## config.mk

```make
export PLATFORM = sky130hd
export DESIGN_NAME = bip_control
export DESIGN_NICKNAME = d
export VERILOG_FILES = /design/src/rtl/bip_pkg.sv /design/src/rtl/bip_decoder.sv /design/src/rtl/bip_control.sv
export SDC_FILE = /design/constraint.sdc
export NUM_CORES = 1
export LEC_CHECK = 0
export CORE_AREA = 4 4 90 92
export CTS_CLUSTER_DIAMETER = 200
export CTS_CLUSTER_SIZE = 12
export DETAILED_ROUTE_END_ITERATION = 10
export DIE_AREA = 0 0 94 96
export DONT_BUFFER_PORTS = 1
export MAX_ROUTING_LAYER = met4
export SYNTH_ARGS = -nofsm -noshare
export SYNTH_HDL_FRONTEND = slang
export SYNTH_HIERARCHICAL = 1
export SYNTH_SLANG_ARGS = --single-unit
export TNS_END_PERCENT = 100
```

## constraint.sdc

```tcl
create_clock -name clk -period 4.28 [get_ports clk]
set_input_delay 0.428 -clock clk [delete_from_list [all_inputs] [get_ports clk]]
set_output_delay 0.428 -clock clk [all_outputs]
set_load 0.01 [all_outputs]
```

## src/rtl/bip_pkg.sv

```systemverilog
// Shared definitions for the BIP control unit: field widths, opcodes,
// accumulator source encodings and the fetch/decode state type.
package bip_pkg;

  localparam int PC_WIDTH      = 11;
  localparam int INSTR_WIDTH   = 16;
  localparam int OPCODE_WIDTH  = 5;
  localparam int OPERAND_WIDTH = INSTR_WIDTH - OPCODE_WIDTH;
  localparam int CNT_WIDTH     = 16;

  localparam logic [OPCODE_WIDTH-1:0] OP_HLT  = 5'b00000;
  localparam logic [OPCODE_WIDTH-1:0] OP_STO  = 5'b00001;
  localparam logic [OPCODE_WIDTH-1:0] OP_LD   = 5'b00010;
  localparam logic [OPCODE_WIDTH-1:0] OP_LDI  = 5'b00011;
  localparam logic [OPCODE_WIDTH-1:0] OP_ADD  = 5'b00100;
  localparam logic [OPCODE_WIDTH-1:0] OP_ADDI = 5'b00101;
  localparam logic [OPCODE_WIDTH-1:0] OP_SUB  = 5'b00110;
  localparam logic [OPCODE_WIDTH-1:0] OP_SUBI = 5'b00111;

  localparam logic [1:0] SEL_A_MEM = 2'd0;
  localparam logic [1:0] SEL_A_IMM = 2'd1;
  localparam logic [1:0] SEL_A_ALU = 2'd2;

  typedef enum logic [1:0] {
    FETCH  = 2'd0,
    DECODE = 2'd1,
    HALT   = 2'd2
  } state_t;

endpackage

```

## src/rtl/bip_decoder.sv

```systemverilog
// Combinational opcode decoder; every output is zero unless en is high,
// so the caller only has to qualify it with the DECODE state.
module bip_decoder
  import bip_pkg::*;
(
  input  logic                    en,
  input  logic [OPCODE_WIDTH-1:0] opcode,
  output logic [1:0]              sel_a,
  output logic                    sel_b,
  output logic                    alu_op,
  output logic                    wr_acc,
  output logic                    wr_ram,
  output logic                    rd_ram,
  output logic                    illegal,
  output logic                    is_halt
);

  always_comb begin
    sel_a   = SEL_A_MEM;
    sel_b   = 1'b0;
    alu_op  = 1'b0;
    wr_acc  = 1'b0;
    wr_ram  = 1'b0;
    rd_ram  = 1'b0;
    illegal = 1'b0;
    is_halt = 1'b0;
    if (en) begin
      case (opcode)
        OP_HLT:  is_halt = 1'b1;
        OP_STO:  wr_ram  = 1'b1;
        OP_LD: begin
          rd_ram = 1'b1;
          wr_acc = 1'b1;
        end
        OP_LDI: begin
          wr_acc = 1'b1;
          sel_a  = SEL_A_IMM;
        end
        OP_ADD, OP_SUB: begin
          rd_ram = 1'b1;
          wr_acc = 1'b1;
          sel_a  = SEL_A_ALU;
          alu_op = (opcode == OP_SUB);
        end
        OP_ADDI, OP_SUBI: begin
          wr_acc = 1'b1;
          sel_a  = SEL_A_ALU;
          sel_b  = 1'b1;
          alu_op = (opcode == OP_SUBI);
        end
        default: illegal = 1'b1;
      endcase
    end
  end

endmodule

```

## src/rtl/bip_control.sv

```systemverilog
// BIP control unit: two-cycle fetch/decode sequencer with program counter,
// halt state and a saturating count of active (non-halted) clocks.
module bip_control
  import bip_pkg::*;
(
  input  logic                     clk,
  input  logic                     rst,
  input  logic [INSTR_WIDTH-1:0]   instr_data,
  output logic [PC_WIDTH-1:0]      pc_addr,
  output logic [OPERAND_WIDTH-1:0] operand,
  output logic [1:0]               sel_a,
  output logic                     sel_b,
  output logic                     alu_op,
  output logic                     wr_acc,
  output logic                     wr_ram,
  output logic                     rd_ram,
  output logic                     halted,
  output logic                     illegal_op,
  output logic [CNT_WIDTH-1:0]     cycle_count
);

  state_t                   state_q, state_d;
  logic [PC_WIDTH-1:0]      pc_q, pc_d;
  logic [CNT_WIDTH-1:0]     cnt_q, cnt_d;
  logic [OPERAND_WIDTH-1:0] operand_q, operand_d;
  logic                     dec_en;
  logic                     dec_halt;

  assign dec_en = (state_q == DECODE);

  bip_decoder u_decoder (
    .en      (dec_en),
    .opcode  (instr_data[INSTR_WIDTH-1:OPERAND_WIDTH]),
    .sel_a   (sel_a),
    .sel_b   (sel_b),
    .alu_op  (alu_op),
    .wr_acc  (wr_acc),
    .wr_ram  (wr_ram),
    .rd_ram  (rd_ram),
    .illegal (illegal_op),
    .is_halt (dec_halt)
  );

  always_comb begin
    state_d   = state_q;
    pc_d      = pc_q;
    cnt_d     = cnt_q;
    operand_d = operand_q;
    case (state_q)
      FETCH: state_d = DECODE;
      DECODE: begin
        operand_d = instr_data[OPERAND_WIDTH-1:0];
        if (dec_halt) begin
          state_d = HALT;
        end else begin
          state_d = FETCH;
          pc_d    = pc_q + PC_WIDTH'(1);
        end
      end
      HALT:    state_d = HALT;
      default: state_d = FETCH;
    endcase
    // The HLT decode cycle itself still counts; only cycles spent halted do not.
    if ((state_q != HALT) && (cnt_q != {CNT_WIDTH{1'b1}})) begin
      cnt_d = cnt_q + CNT_WIDTH'(1);
    end
  end

  always_ff @(posedge clk or negedge rst) begin
    if (!rst) begin
      state_q   <= FETCH;
      pc_q      <= '0;
      cnt_q     <= '0;
      operand_q <= '0;
    end else begin
      state_q   <= state_d;
      pc_q      <= pc_d;
      cnt_q     <= cnt_d;
      operand_q <= operand_d;
    end
  end

  assign pc_addr     = pc_q;
  assign operand     = dec_en ? instr_data[OPERAND_WIDTH-1:0] : operand_q;
  assign halted      = (state_q == HALT);
  assign cycle_count = cnt_q;

endmodule

```

==> metrics.md <==
| Metric | Value |
|---|---|
| Result of the run | complete, no violations |
| Die outline height | about 96 um |
| Dominant combinational cell family by area after synthesis | simple AND/OR/NAND/NOR gates |
| Post-placement cell count | 247 |
| Synth Instances | 149 |
| Non-filler instance count after layout | between 200 and 300 |
| Setup violators final | 0 |
| Critical path data required time | 3.85 ns |
| Sum of internal, switching and leakage power | roughly 1.4 mW |
| Longest individual stage delay on the worst path | 0.54 ns |
| Maximum ir drop on the vdd rail | between 0.3 and 0.4 mV |
| Mapped cell area | 1860 sq um |
| Post-synthesis compound-gate area fraction | 1.35% |
| Depth of the worst hold-timing path | 2 |
| Dominant synthesized flop cell | dfrtp_1 |
| Sequential share of the synthesized area | 53.8% |
| Worst endpoint data arrival time | 1.85 ns |
| Total negative setup slack | 0 ns |
| Cells taking the most area after synthesis | dfrtp_1 (54%), mux2_2 (7.3%), xor2_1 (7.1%), xnor2_1 (4.2%), nand3_1 (2.2%) |
| RSZ-0062 raised after global routing | no |
| Hold violation count in the final report | 0 |
| Class of the tightest hold or removal check | input port to flip-flop |
| Initial Util | 25.8% |
| Average cell area after synthesis | 12.5 sq um |
| Post-layout min period | 2.27 ns |
| Total of max-cap violations | 0 |
| Clock H-tree levels | 2 |
| Horiz. Die Dim | 94 um |
| Fraction of synthesized cell area in xor and xnor cells | 11.3% |
| Drt first-iter violations | 20 |
| Endpoint class of the critical path | output pin |
| Standby leakage power | between 0.9 and 1 nW |
| Top post-synthesis cells by count | dfrtp_1 (40), xor2_1 (15), mux2_2 (12) |
| Slew margin rel. | 54.4% |
| Maximum fanout along the worst path | 17 |
| CP Cell Sequence | nor2b_1 -> buf_4 -> nand3b_1 -> nor4b_1 |
| Flip-flop and latch count after synthesis | 40 |
| Library cells used by synthesis | 33 |
| Synthesis-to-layout area growth | 14.7% |
| Path length in cells of the critical path | 4 |
| Number of global-route vias before repair | 1198 |
| Detailed-router iteration count before antenna repair | 5 |
| Worst Reg-to-Reg Cells | 6 |
| Synth area leader | dfrtp_1 |
| Most common cell in the synthesized netlist | dfrtp_1 |
| Adder-cell share of the synthesized area | under 10% |
| Maximum count of clock buffers along a single path | 2 |
| Power per standard cell area | 635 nW/um^2 |
| Net count reported at finish | 177 |
| Kind of cell adding the most delay to the critical path | simple AND/OR/NAND/NOR gates |
| Total congestion overflow after global routing | 0 |
| CP Buf/Inv Count | 1 |
| Share of cell area taken by muxes after synthesis | 7.87% |
| Ys Warns | 6 |
| Antenna diodes | 0 |
| Vias after detailed routing | 1155 |
| Final core occ | 29.6% |
| Sort of element at the start of the critical path | flip-flop |
| Wire length of the first global-routing pass | 6270 um |
| Vias/cell | 4.51 |
| Routed wire length | 3800 um |
| Weighted congestion at the end of routability-driven global placement | 0.677 |
| Estimated wirelength of the detail-placed design | 2820 um |
| Type of the worst setup path | flip-flop to output pin |
| Maximum number of pins on one net before global-route repair | 41 |
| Worst-case setup slack after placement | roughly 2.2 ns |
| Clock insertion delay at the later pin of the skew report | 0.29 ns |
| Master cell of the clock root buffer | clkbuf_8 |
| Cell at the slowest stage of the critical path | nor4b_1 |
| Fraction of the mapped netlist area in simple logic gates | 23.4% |
| Standard cell core area | about 7200 sq um |
| Row Count | 31 |
| Worst clock skew on the final layout | 0.0124 ns |
| Overall track demand over capacity in global routing | 9.28% |
| Number of remaining DRC errors | 0 |
| Routed wirelength normalized by instance count | 14.9 um |
| Setup slack of the critical path after layout | 2.01 ns |
| Part of the cycle the worst path needs | 53.1% |
| Top-level I/O count | 65 |
| Number of sinks handled by clock tree synthesis | 40 |
| CTS tree | built |
| Layout fillers | 768 |
| Transition time at the pin with the least slew margin | between 0.6 and 0.7 ns |
| Antenna violations before repair | 0 |
| Clk slew on worst S/H paths | 0.07 ns |
| Synthesized Nets | 169 |
| Number of input and output port buffers inserted | 0 |
| Proportion of register bits with asynchronous set or reset after synthesis | between 90% and 100% |
| TritonCTS buffer count | 5 |
| EDFF count, synth | 0 |
| Antenna violation net count after detailed routing | 0 |
| Maximum operating frequency | 440 MHz |
| Area share of the largest cell type after synthesis | a little over half |
| DIE AREA | between 9000 and 10000 sq um |
| Number of pins exceeding their max-slew limit in the final report | 0 |
| Share of layout cells above drive strength 1 | 19.1% |
| Number of setup buffers added after CTS | 0 |
## kinds of logic after synthesis
kind of cell,after synthesis
XOR/XNOR,24
flip-flops,40
buffers and inverters,2
adder cells (fa/ha/maj),2
multiplexers,13
AND/OR/NAND/NOR,64
AO/OA/AOI/OAI,4
## metrics by stage
stage | hold WS [ns] | area (sq um)
finish | 0.356 | 2130
floorplan | 0.132 | 1860
detailed placement | 0.134 | 1970
global placement | 0.134 | 1970
global route | 0.340 | 2130
CTS | 0.346 | 2130
## report_power, final
part           leakage (nW)  switching [mW]  internal [mW]
Clock                0.0642           0.126          0.230
Combinational         0.342           0.181          0.163
Sequential            0.503           0.149          0.505
## layer usage
metal / vias up / part of all wire [%] / global-route usage (%)
li1: 551 / - / -
met1: 564 / 42 / 9.94
met3: 2 / 8.0 / 4.22
met4: 0 / 0.66 / 2.53
met2: 38 / 49 / 15.6
met5: - / 0 / -
## cells in the final DEF, fill, tap and decap left out
| cell | Yosys | layout |
|---|---|---|
| dfrtp_1 | 40 | 40 |
| xor2_1 | 15 | 15 |
| mux2_2 | 12 | 12 |
| nand2_1 | 10 | 10 |
| xnor2_1 | 9 | 9 |
| nand3_1 | 8 | 8 |
| nor2_1 | 5 | 5 |
| nor3_1 | 5 | 5 |
| nor4_1 | 5 | 5 |
| clkbuf_8 | 0 | 5 |
| nor4b_1 | 4 | 4 |
| or3_4 | 3 | 3 |
| nand4_1 | 3 | 3 |
| nor3b_1 | 3 | 3 |
| o21ai_0 | 2 | 2 |
| and2_1 | 2 | 2 |
| and4_1 | 2 | 2 |
| and3_1 | 2 | 2 |
| nor4b_2 | 2 | 2 |
| nand3b_1 | 2 | 2 |
| ha_1 | 2 | 2 |
| bufinv_16 | 0 | 2 |
| nor2b_1 | 1 | 1 |
| nor2b_4 | 1 | 1 |
| a21o_1 | 1 | 1 |
| or2_1 | 1 | 1 |
| nand4_2 | 1 | 1 |
| nor4_4 | 1 | 1 |
| nor2_2 | 1 | 1 |
| mux2_1 | 1 | 1 |
| buf_12 | 0 | 1 |
| dlygate4sd3_1 | 0 | 1 |
| buf_4 | 0 | 1 |
| o21a_1 | 1 | 1 |
| nand2b_1 | 1 | 1 |
| and4bb_1 | 1 | 1 |
## timing repair
item,4_1_cts,5_1_grt
gates resized for setup,0,0
hold buffers,2,0
hold endpoints to repair,40,0
## area by class of cell
cell class | instances | area (sq um) | share of cell area, %
clock inverters | 2 | 60.1 | 2.82
clock buffers | 5 | 68.8 | 3.23
repair buffers | 3 | 37.5 | 1.76
multi-input cells | 107 | 842 | 39.5
well taps | 99 | 124 | 5.81
flip-flops and latches | 40 | 1000 | 46.9
## registers in the layout, indices dropped and copies added (netlist names)
name and count:
state_q 2, operand_q 11, cycle_count 16, pc_addr 11
## path summary, 6_finish.rpt
kind | from | to | slack (ns)
max reg2reg | state_q[0] | pc_addr[8] | 2.23
max | state_q[0] | sel_a[0] | 2.01
min | instr_data[14] | state_q[1] | 0.36
max in group asynchronous | rst | cycle_count[1] | 3.43
min reg2reg | state_q[1] | state_q[0] | 0.47
min in group asynchronous | rst | cycle_count[10] | 0.65
Power figures use the tool's default switching activity.
